`config.mk`:
```
export PLATFORM = sky130hd
export DESIGN_NAME = reg_dump_unit_flat
export DESIGN_NICKNAME = d
export VERILOG_FILES = /design/src/rtl/reg_dump_unit_pkg.sv /design/src/rtl/reg_dump_unit_if.sv /design/src/rtl/reg_dump_unit.sv /design/src/flat_wrapper.sv
export SDC_FILE = /design/constraint.sdc
export NUM_CORES = 1
export LEC_CHECK = 0
export ABC_CLOCK_PERIOD_IN_PS = 1400
export CAP_MARGIN = 0
export CORE_ASPECT_RATIO = 1.5
export CORE_MARGIN = 2
export CORE_UTILIZATION = 41
export CTS_BUF_LIST = sky130_fd_sc_hd__clkbuf_2 sky130_fd_sc_hd__clkbuf_4 sky130_fd_sc_hd__clkbuf_8
export DETAILED_ROUTE_END_ITERATION = 7
export HOLD_SLACK_MARGIN = 0.12
export PLACE_DENSITY = 0.82
export SLEW_MARGIN = 20
export SYNTH_ARGS = -nofsm -noshare
export SYNTH_HDL_FRONTEND = slang
export SYNTH_SLANG_ARGS = --single-unit
```
`constraint.sdc`:
```
create_clock -name Clk -period 1.4 [get_ports Clk]
set_clock_uncertainty 0.15 [all_clocks]
set_input_delay 0.14 -clock Clk [delete_from_list [all_inputs] [get_ports Clk]]
set_output_delay 0.14 -clock Clk [all_outputs]
set_load 0.01 [all_outputs]
```
`src/rtl/reg_dump_unit_pkg.sv`:
```
// Shared types for the register dump engine.
package reg_dump_pkg;

  // Register index width on the read ports.
  localparam int REG_IDX_W = 5;

  typedef enum logic [2:0] {
    IDLE,
    FETCH,
    SEND_LO,
    SEND_HI,
    DONE
  } dump_state_t;

endpackage

```
`src/rtl/reg_dump_unit_if.sv`:
```
// Valid/ready beat stream from the dump engine to a debug host.
interface reg_dump_unit_if
  import reg_dump_pkg::*;
#(
  parameter int XLEN = 32
);
  logic [XLEN-1:0]      DumpData;
  logic [REG_IDX_W-1:0] DumpIdx;
  logic                 DumpLast;
  logic                 DumpValid;
  logic                 DumpReady;

  modport master (output DumpData, DumpIdx, DumpLast, DumpValid, input DumpReady);
  modport slave  (input DumpData, DumpIdx, DumpLast, DumpValid, output DumpReady);
endinterface

```
`src/rtl/reg_dump_unit.sv`:
```
// Debug read-out engine: walks the register bank two registers per fetch
// through the borrowed read ports, then streams one word per beat.
module reg_dump_unit
  import reg_dump_pkg::*;
#(
  parameter int NUM_REGS = 32,  // even, 2..32
  parameter int XLEN     = 32
) (
  input  logic                 Clk,
  input  logic                 Rst,
  input  logic                 Start,
  input  logic                 Abort,
  output logic [REG_IDX_W-1:0] DumpRs1,
  output logic [REG_IDX_W-1:0] DumpRs2,
  input  logic [XLEN-1:0]      RuRs1,
  input  logic [XLEN-1:0]      RuRs2,
  reg_dump_unit_if.master      dump,
  output logic                 Busy,
  output logic                 Done
);

  localparam int PAIR_W = REG_IDX_W - 1;

  dump_state_t     state;
  logic [PAIR_W-1:0] pair;
  logic [PAIR_W-1:0] pair_inc;
  logic              last_pair;
  logic [XLEN-1:0]   hold_lo;
  logic [XLEN-1:0]   hold_hi;

  assign pair_inc  = pair + PAIR_W'(1);
  assign last_pair = (pair == PAIR_W'(NUM_REGS / 2 - 1));

  // Sequencer: read indices are loaded on entry to FETCH so the bank's
  // combinational read is already settled during the FETCH cycle.
  always_ff @(posedge Clk) begin
    if (Rst) begin
      state   <= IDLE;
      pair    <= '0;
      hold_lo <= '0;
      hold_hi <= '0;
      DumpRs1 <= '0;
      DumpRs2 <= '0;
    end else if (Abort && state != IDLE) begin
      state <= IDLE;
    end else begin
      case (state)
        IDLE: if (Start) begin
          state   <= FETCH;
          pair    <= '0;
          DumpRs1 <= REG_IDX_W'(0);
          DumpRs2 <= REG_IDX_W'(1);
        end
        FETCH: begin
          hold_lo <= RuRs1;
          hold_hi <= RuRs2;
          state   <= SEND_LO;
        end
        SEND_LO: if (dump.DumpReady) state <= SEND_HI;
        SEND_HI: if (dump.DumpReady) begin
          if (last_pair) begin
            state <= DONE;
          end else begin
            pair    <= pair_inc;
            DumpRs1 <= {pair_inc, 1'b0};
            DumpRs2 <= {pair_inc, 1'b1};
            state   <= FETCH;
          end
        end
        DONE:    state <= IDLE;
        default: state <= IDLE;
      endcase
    end
  end

  // Beat outputs decode from state and holding registers only, so they stay
  // stable under backpressure and have no path from DumpReady.
  assign dump.DumpValid = (state == SEND_LO) || (state == SEND_HI);
  assign dump.DumpData  = (state == SEND_HI) ? hold_hi : hold_lo;
  assign dump.DumpIdx   = {pair, state == SEND_HI};
  assign dump.DumpLast  = (state == SEND_HI) && last_pair;
  assign Busy           = (state != IDLE);
  assign Done           = (state == DONE);

endmodule

```
`src/flat_wrapper.sv`:
```
// flat-port wrapper written by rule: the top's interface ports become plain ports
module reg_dump_unit_flat import reg_dump_pkg::*;
#(
  parameter int NUM_REGS = 32,                
  parameter int XLEN     = 32
)
  (Clk, Rst, Start, Abort, DumpRs1, DumpRs2, RuRs1, RuRs2, Busy, Done, dump_DumpData, dump_DumpIdx, dump_DumpLast, dump_DumpValid, dump_DumpReady);
  reg_dump_unit_if #(.XLEN(XLEN)) dump_i ();
  input  logic Clk;
  input  logic Rst;
  input  logic Start;
  input  logic Abort;
  output logic [REG_IDX_W-1:0] DumpRs1;
  output logic [REG_IDX_W-1:0] DumpRs2;
  input  logic [XLEN-1:0] RuRs1;
  input  logic [XLEN-1:0] RuRs2;
  output logic Busy;
  output logic Done;
  output wire logic [$bits(dump_i.DumpData)-1:0] dump_DumpData;
  output wire logic [$bits(dump_i.DumpIdx)-1:0] dump_DumpIdx;
  output wire logic [$bits(dump_i.DumpLast)-1:0] dump_DumpLast;
  output wire logic [$bits(dump_i.DumpValid)-1:0] dump_DumpValid;
  input wire logic [$bits(dump_i.DumpReady)-1:0] dump_DumpReady;
  assign dump_DumpData = dump_i.DumpData;
  assign dump_DumpIdx = dump_i.DumpIdx;
  assign dump_DumpLast = dump_i.DumpLast;
  assign dump_DumpValid = dump_i.DumpValid;
  assign dump_i.DumpReady = dump_DumpReady;
  reg_dump_unit #(.NUM_REGS(NUM_REGS), .XLEN(XLEN)) u_core (.Clk(Clk), .Rst(Rst), .Start(Start), .Abort(Abort), .DumpRs1(DumpRs1), .DumpRs2(DumpRs2), .RuRs1(RuRs1), .RuRs2(RuRs2), .dump(dump_i), .Busy(Busy), .Done(Done));
endmodule
```
## Word level (Yosys, flattened, before mapping)

Index checks and enable logic that the tools add are counted.

| storage, ports and cells | value |
|---|---|
| register bits after elaboration | 81 |
| input port bits | 69 |
| output and inout port bits | 51 |
| logic and storage cells | 45 |

| operators by class | value |
|---|---|
| add/subtract/negate cells | 1 |
| eq/ne operators | 9 |
| mux-type cells | 18 |
| bitwise logic cells | 1 |
| reductions and logical operators | 10 |

Operator list:

| kind | number |
|---|---|
| two-way mux 32 bit | 1 |
| two-way mux 5 bit | 6 |
| case mux 5 bit (2 select lines) | 2 |
| two-way mux 3 bit | 4 |
| two-way mux 4 bit | 3 |
| case mux 3 bit (4 select lines) | 1 |
| case mux 4 bit (2 select lines) | 1 |
| == test 3 x 2 -> 1 bit (second input constant) | 2 |
| inequality test 2 bit (second input constant) | 3 |
| AND reduction 5 bit | 1 |
| adder 4 x 1 -> 4 bit (second input constant) | 1 |
| == test 4 bit (second input constant) | 1 |
| == test 3 x 1 -> 1 bit (second input constant) | 1 |
| == test 3 bit (second input constant) | 1 |
| zero test 3 bit | 1 |
| AND reduction 3 bit | 1 |
| nonzero test 3 bit | 1 |
| logical AND 1 bit | 2 |
| inequality test 2 x 1 -> 1 bit (second input constant) | 1 |
| AND reduction 2 bit | 1 |
| nonzero test 2 bit | 1 |
| OR reduction 2 bit | 1 |
| logical OR 1 bit | 1 |
| inverter 1 bit | 1 |

## Longest topological paths before layout

| logic depth | value |
|---|---|
| depth after elaboration | 4 |
| gate-level depth with buffers | 6 |
| mapped depth without buffers | 5 |

## Worst setup path before layout

OpenSTA, ideal clock, no wires.

| timing | value |
|---|---|
| path type | register to register |
| from | reg u_core.state[0] |
| to | reg u_core.state[1] |
| library setup time | 132 ps |
| arrival time | 1217 ps |
| required time | 1118 ps |
| setup slack | -99 ps |
| cell stages (with the launch flop) | 6 |
| path buffers | 1 |
| clock period less this slack | 1499 ps |
| cells stage by stage | dfxtp_1 -> buf_4 -> or3_1 -> nor2b_1 -> o21bai_2 -> nor4_1 |

| between the ends | value |
|---|---|
| longest elaborated chain between the ends | 3 |
| elaborated cells between the ends (all ways) | 12 |
| those cells by class | 6 x eq/ne; 1 x mux; 5 x reduce/logical |

Ends and longest elaborated chain:

| what | line | text |
|---|---|---|
| from (decl) | reg_dump_unit.sv:24 | `dump_state_t state;` |
| from (signal assigned) | reg_dump_unit.sv:38 | `state <= IDLE;` |
| from (signal assigned) | reg_dump_unit.sv:45 | `state <= IDLE;` |
| from (signal assigned) | reg_dump_unit.sv:49 | `state <= FETCH;` |
| nonzero test 3 bit | n/a |  |
| net Busy | flat_wrapper.sv:17 | `output logic Busy;` |
| logical AND 1 bit | reg_dump_unit.sv:44 | `end else if (Abort && state != IDLE) begin` |
| OR reduction 2 bit (no source line) | n/a |  |

The timed path passes the listed nets, and every way through them passes these cells.
A chain may end at the register's enable or synchronous reset.

## Final worst setup path

| timing | value |
|---|---|
| from | reg u_core.state[2] |
| to | out dump_DumpData[29] |

| between the ends | value |
|---|---|
| longest elaborated chain between the ends | 2 |

Ends and longest elaborated chain:

| what | line | text |
|---|---|---|
| == test 3 x 2 -> 1 bit | reg_dump_unit.sv:79 | `assign dump.DumpData = (state == SEND_HI) ? hold_hi : hold_lo;` |
| two-way mux 32 bit | reg_dump_unit.sv:79 |  |
| to (decl) | flat_wrapper.sv:19 | `output wire logic [$bits(dump_i.DumpData)-1:0] dump_DumpData;` |

Every way passes these cells.

==> metrics.md <==
| Metric | Value |
|---|---|
| Status | `finished with violations` |
| Violated checks | `negative setup slack` |
| GRT met3 Usage | `0.04344` |
| Vias per inst | `5.260` |
| Register-to-Register Setup Slack | `-0.34 ns` |
| Drt first pass iters | `6` |
| Pleak | `2.546 nW` |
| Syn Nets | `514` |
| Power Total | `4.915 mW` |
| H-tree levels | `3` |
| Ys Warns | `0` |
| Wirelength per Cell | `18.05 um` |
| Remaining DRCs | `0` |
| Initial antenna violation count | `0` |
| Final core utilization | `0.7891` |
| MaxCap Viol Count | `0` |
| Worst Path Arrival | `1.54 ns` |
| Ant. Diodes | `0` |
| Initial core utilization | `0.4170` |
| Pre-CTS setup slack | `-0.3736 ns` |
| Most crowded layer after global routing | `met2` |
| Port bufs | `118` |
| RSZ-0062 raised after global routing | `true` |
| Final Setup Violations | `109` |
| Core box area | `7564 um^2` |
| Distinct cells, synth | `32` |
| Die width | `75.62 um` |
| Area Growth Syn to Fin | `89.21%` |
| Worst slew pin tran | `0.5479 ns` |
| Top cells by area, synth | `dfxtp_1, nand2_1, a21oi_1` |
| GRT Overall Usage | `0.2877` |
| Min-delay worst type | `input port to register` |
| Power Dens Cells | `823.5 nW/um^2` |
| GR Util met2 | `0.5148` |
| Vias in the first global route | `3681` |
| Clk pin slew, worst setup/hold paths | `0.08 ns` |
| TritonCTS Buffers | `9` |
| Routed wire length | `12910 um` |
| Largest net degree at the start of global routing | `43` |
| Area leader, netlist | `dfxtp_1` |
| Post-synthesis cell count | `444` |
| # rows | `39` |
| Hold Violations, Final | `0` |
| Antenna viol nets, final | `0` |
| # IOs | `120` |
| Post-route worst setup slack | `-0.4331 ns` |
| DIE AREA | `8425 um^2` |
| Share of layout cells above drive strength 1 | `0.4127` |
| Startpoint types | `register` |
| Critical Path Sink Type | `output pin` |
| Total number of vias | `3761` |
| Hold slack | `0.1812 ns` |
| Syn avg cell area | `7.104 um^2` |
| Global-route wire length before repair | `18280 um` |
| Crit-path max FO | `5` |
| TritonCTS clock tree | `done` |
| CTS root buf | `clkbuf_8` |
| Maximum vdd drop | `0.7235 mV` |
| Post-synthesis sequential element count | `72` |
| Post-synthesis sequential area ratio | `0.4570` |
| Post-synth top area share | `0.4570` |
| GR Util met1 | `0.3109` |
| RD Place Congestion | `0.8134` |
| Worst-skew pair later-pin latency | `0.35 ns` |
| Fin crit share | `1.309` |
| Sink Count | `72` |
| Die extent in y | `111.4 um` |
| Fin nets | `678` |
| Clock Tree Buf Depth | `2` |
| Maximum clock rate | `0.5455 GHz` |
| Critical path class | `register to output pin` |
| Starting DRT DRC Count | `256` |
| Worst rel slew slack | `0.6347` |
| Cell Area, Synth | `3154 um^2` |
| Slew Limit Fails | `0` |
| Worst Path Required | `1.11 ns` |
| GR Overflow Total | `0` |
| Post-DP HPWL | `6088 um` |
| Post-route minimum period | `1.833 ns` |
[metal layers]
| layer | share of wire | routed length (um) |
|---|---|---|
| met1 | 0.35 | 4531 |
| met2 | 0.55 | 7157 |
| met3 | 0.062 | 803 |
| met4 | 0.032 | 412 |
| met5 | 0 | 0 |
[cell usage after synthesis (all sizes together)]
master,instances
inv,4
a311oi,1
dfxtp,72
ha,1
o21bai,1
nor2b,2
clkbuf,11
a21oi,66
conb,1
o21ai,3
nand2,225
or3,2
mux2i,1
nor3,2
a31oi,3
nor4,1
buf,29
nor2,6
a2111oi,1
and3,2
nor3b,1
nor4b,2
and2,2
nand3b,2
nand3,3
[power by group]
part	internal [mW]	switching (mW)	total, mW
sequential	2.14	0.0726	2.21
combinational	0.700	0.508	1.21
clock	0.669	0.829	1.50
total	3.51	1.41	4.91
[cells by family (layout without fill, tap and decap cells)]
kind of cell             Yosys count  count (layout)  synth area share
multiplexers                       1               1          0.003173
AND/OR/NAND/NOR                  250             250            0.3193
AO/OA/AOI/OAI                     75              75            0.1285
adder cells (fa/ha/maj)            1               1          0.003966
other                              1               1          0.001189
flip-flops                        72              72            0.4570
buffers and inverters             44             213           0.08687
[critical path, stage by stage (launching register included)]
cell	delay, ns
dfxtp_2	0.33
nand3b_4	0.19
inv_4	0.08
buf_6	0.10
buf_12	0.12
buf_12	0.12
nand2_1	0.05
nand2_1	0.06
buf_2	0.13
[registers in the layout, indices dropped and copies added (netlist names)]
| name | flops |
|---|---|
| u_core.hold_hi | 32 |
| u_core.state | 3 |
| u_core.hold_lo | 32 |
| u_core.DumpRs2 | 5 |
[layout make-up]
class | instances | area (um^2)
Sequential cell | 72 | 1451
Inverter | 4 | 17.52
Tap cell | 102 | 127.6
Multi-Input combinational cell | 328 | 1923
Timing Repair Buffer | 193 | 2273
Clock inverter | 6 | 43.79
Fill cell | 483 | 1595
Clock buffer | 10 | 131.4
[worst paths after layout]
check,start,to,depth (start not counted)
max,u_core.state[2],dump_DumpData[29],8
min,RuRs1[25],u_core.hold_lo[25],3
max reg2reg,u_core.state[1],u_core.hold_hi[5],8
min reg2reg,u_core.hold_lo[16],u_core.hold_lo[16],2
[metrics by stage]
step,cell area [um^2],instances,setup TNS [ns]
after floorplan,3212,444,-0.1256
after global placement,4507,646,-34.05
after detailed placement,4507,646,-35.69
after CTS,5599,708,-32.79
after global routing,5968,715,-36.75
final,5968,715,-32.71
[placed cells by master (no fill, tap or decap), types with 2 or more instances in the layout]
cell	Yosys	final
nor2_1	5	2
inv_1	3	3
nor2_4	0	3
nand2_2	0	53
nor2b_4	0	2
buf_4	14	24
nor4b_4	0	2
clkbuf_16	0	2
buf_2	9	20
nand2_1	225	155
a21oi_1	66	42
buf_6	6	32
clkbuf_2	0	3
bufbuf_16	0	2
clkinv_4	0	2
buf_16	0	13
clkbuf_8	0	9
nand2_4	0	17
a21oi_2	0	24
buf_12	0	16
clkdlybuf4s50_1	0	67
dfxtp_1	72	66
nand3_1	3	2
dfxtp_2	0	5
buf_8	0	3
clkdlybuf4s15_1	0	9
a31oi_1	2	2
clkinv_2	0	2
[what timing repair did]
item | 4_1_cts | 5_1_grt
endpoints found under the setup margin | 122 | 121
endpoints found under the hold margin | 3 | 0
pin swaps | 45 | 39
buffers inserted | 27 | 12
cloned | 18 | 2
gates resized for setup | 268 | 109
hold buffers | 1 | 0
Note: power is estimated with default switching activity, not from simulation.
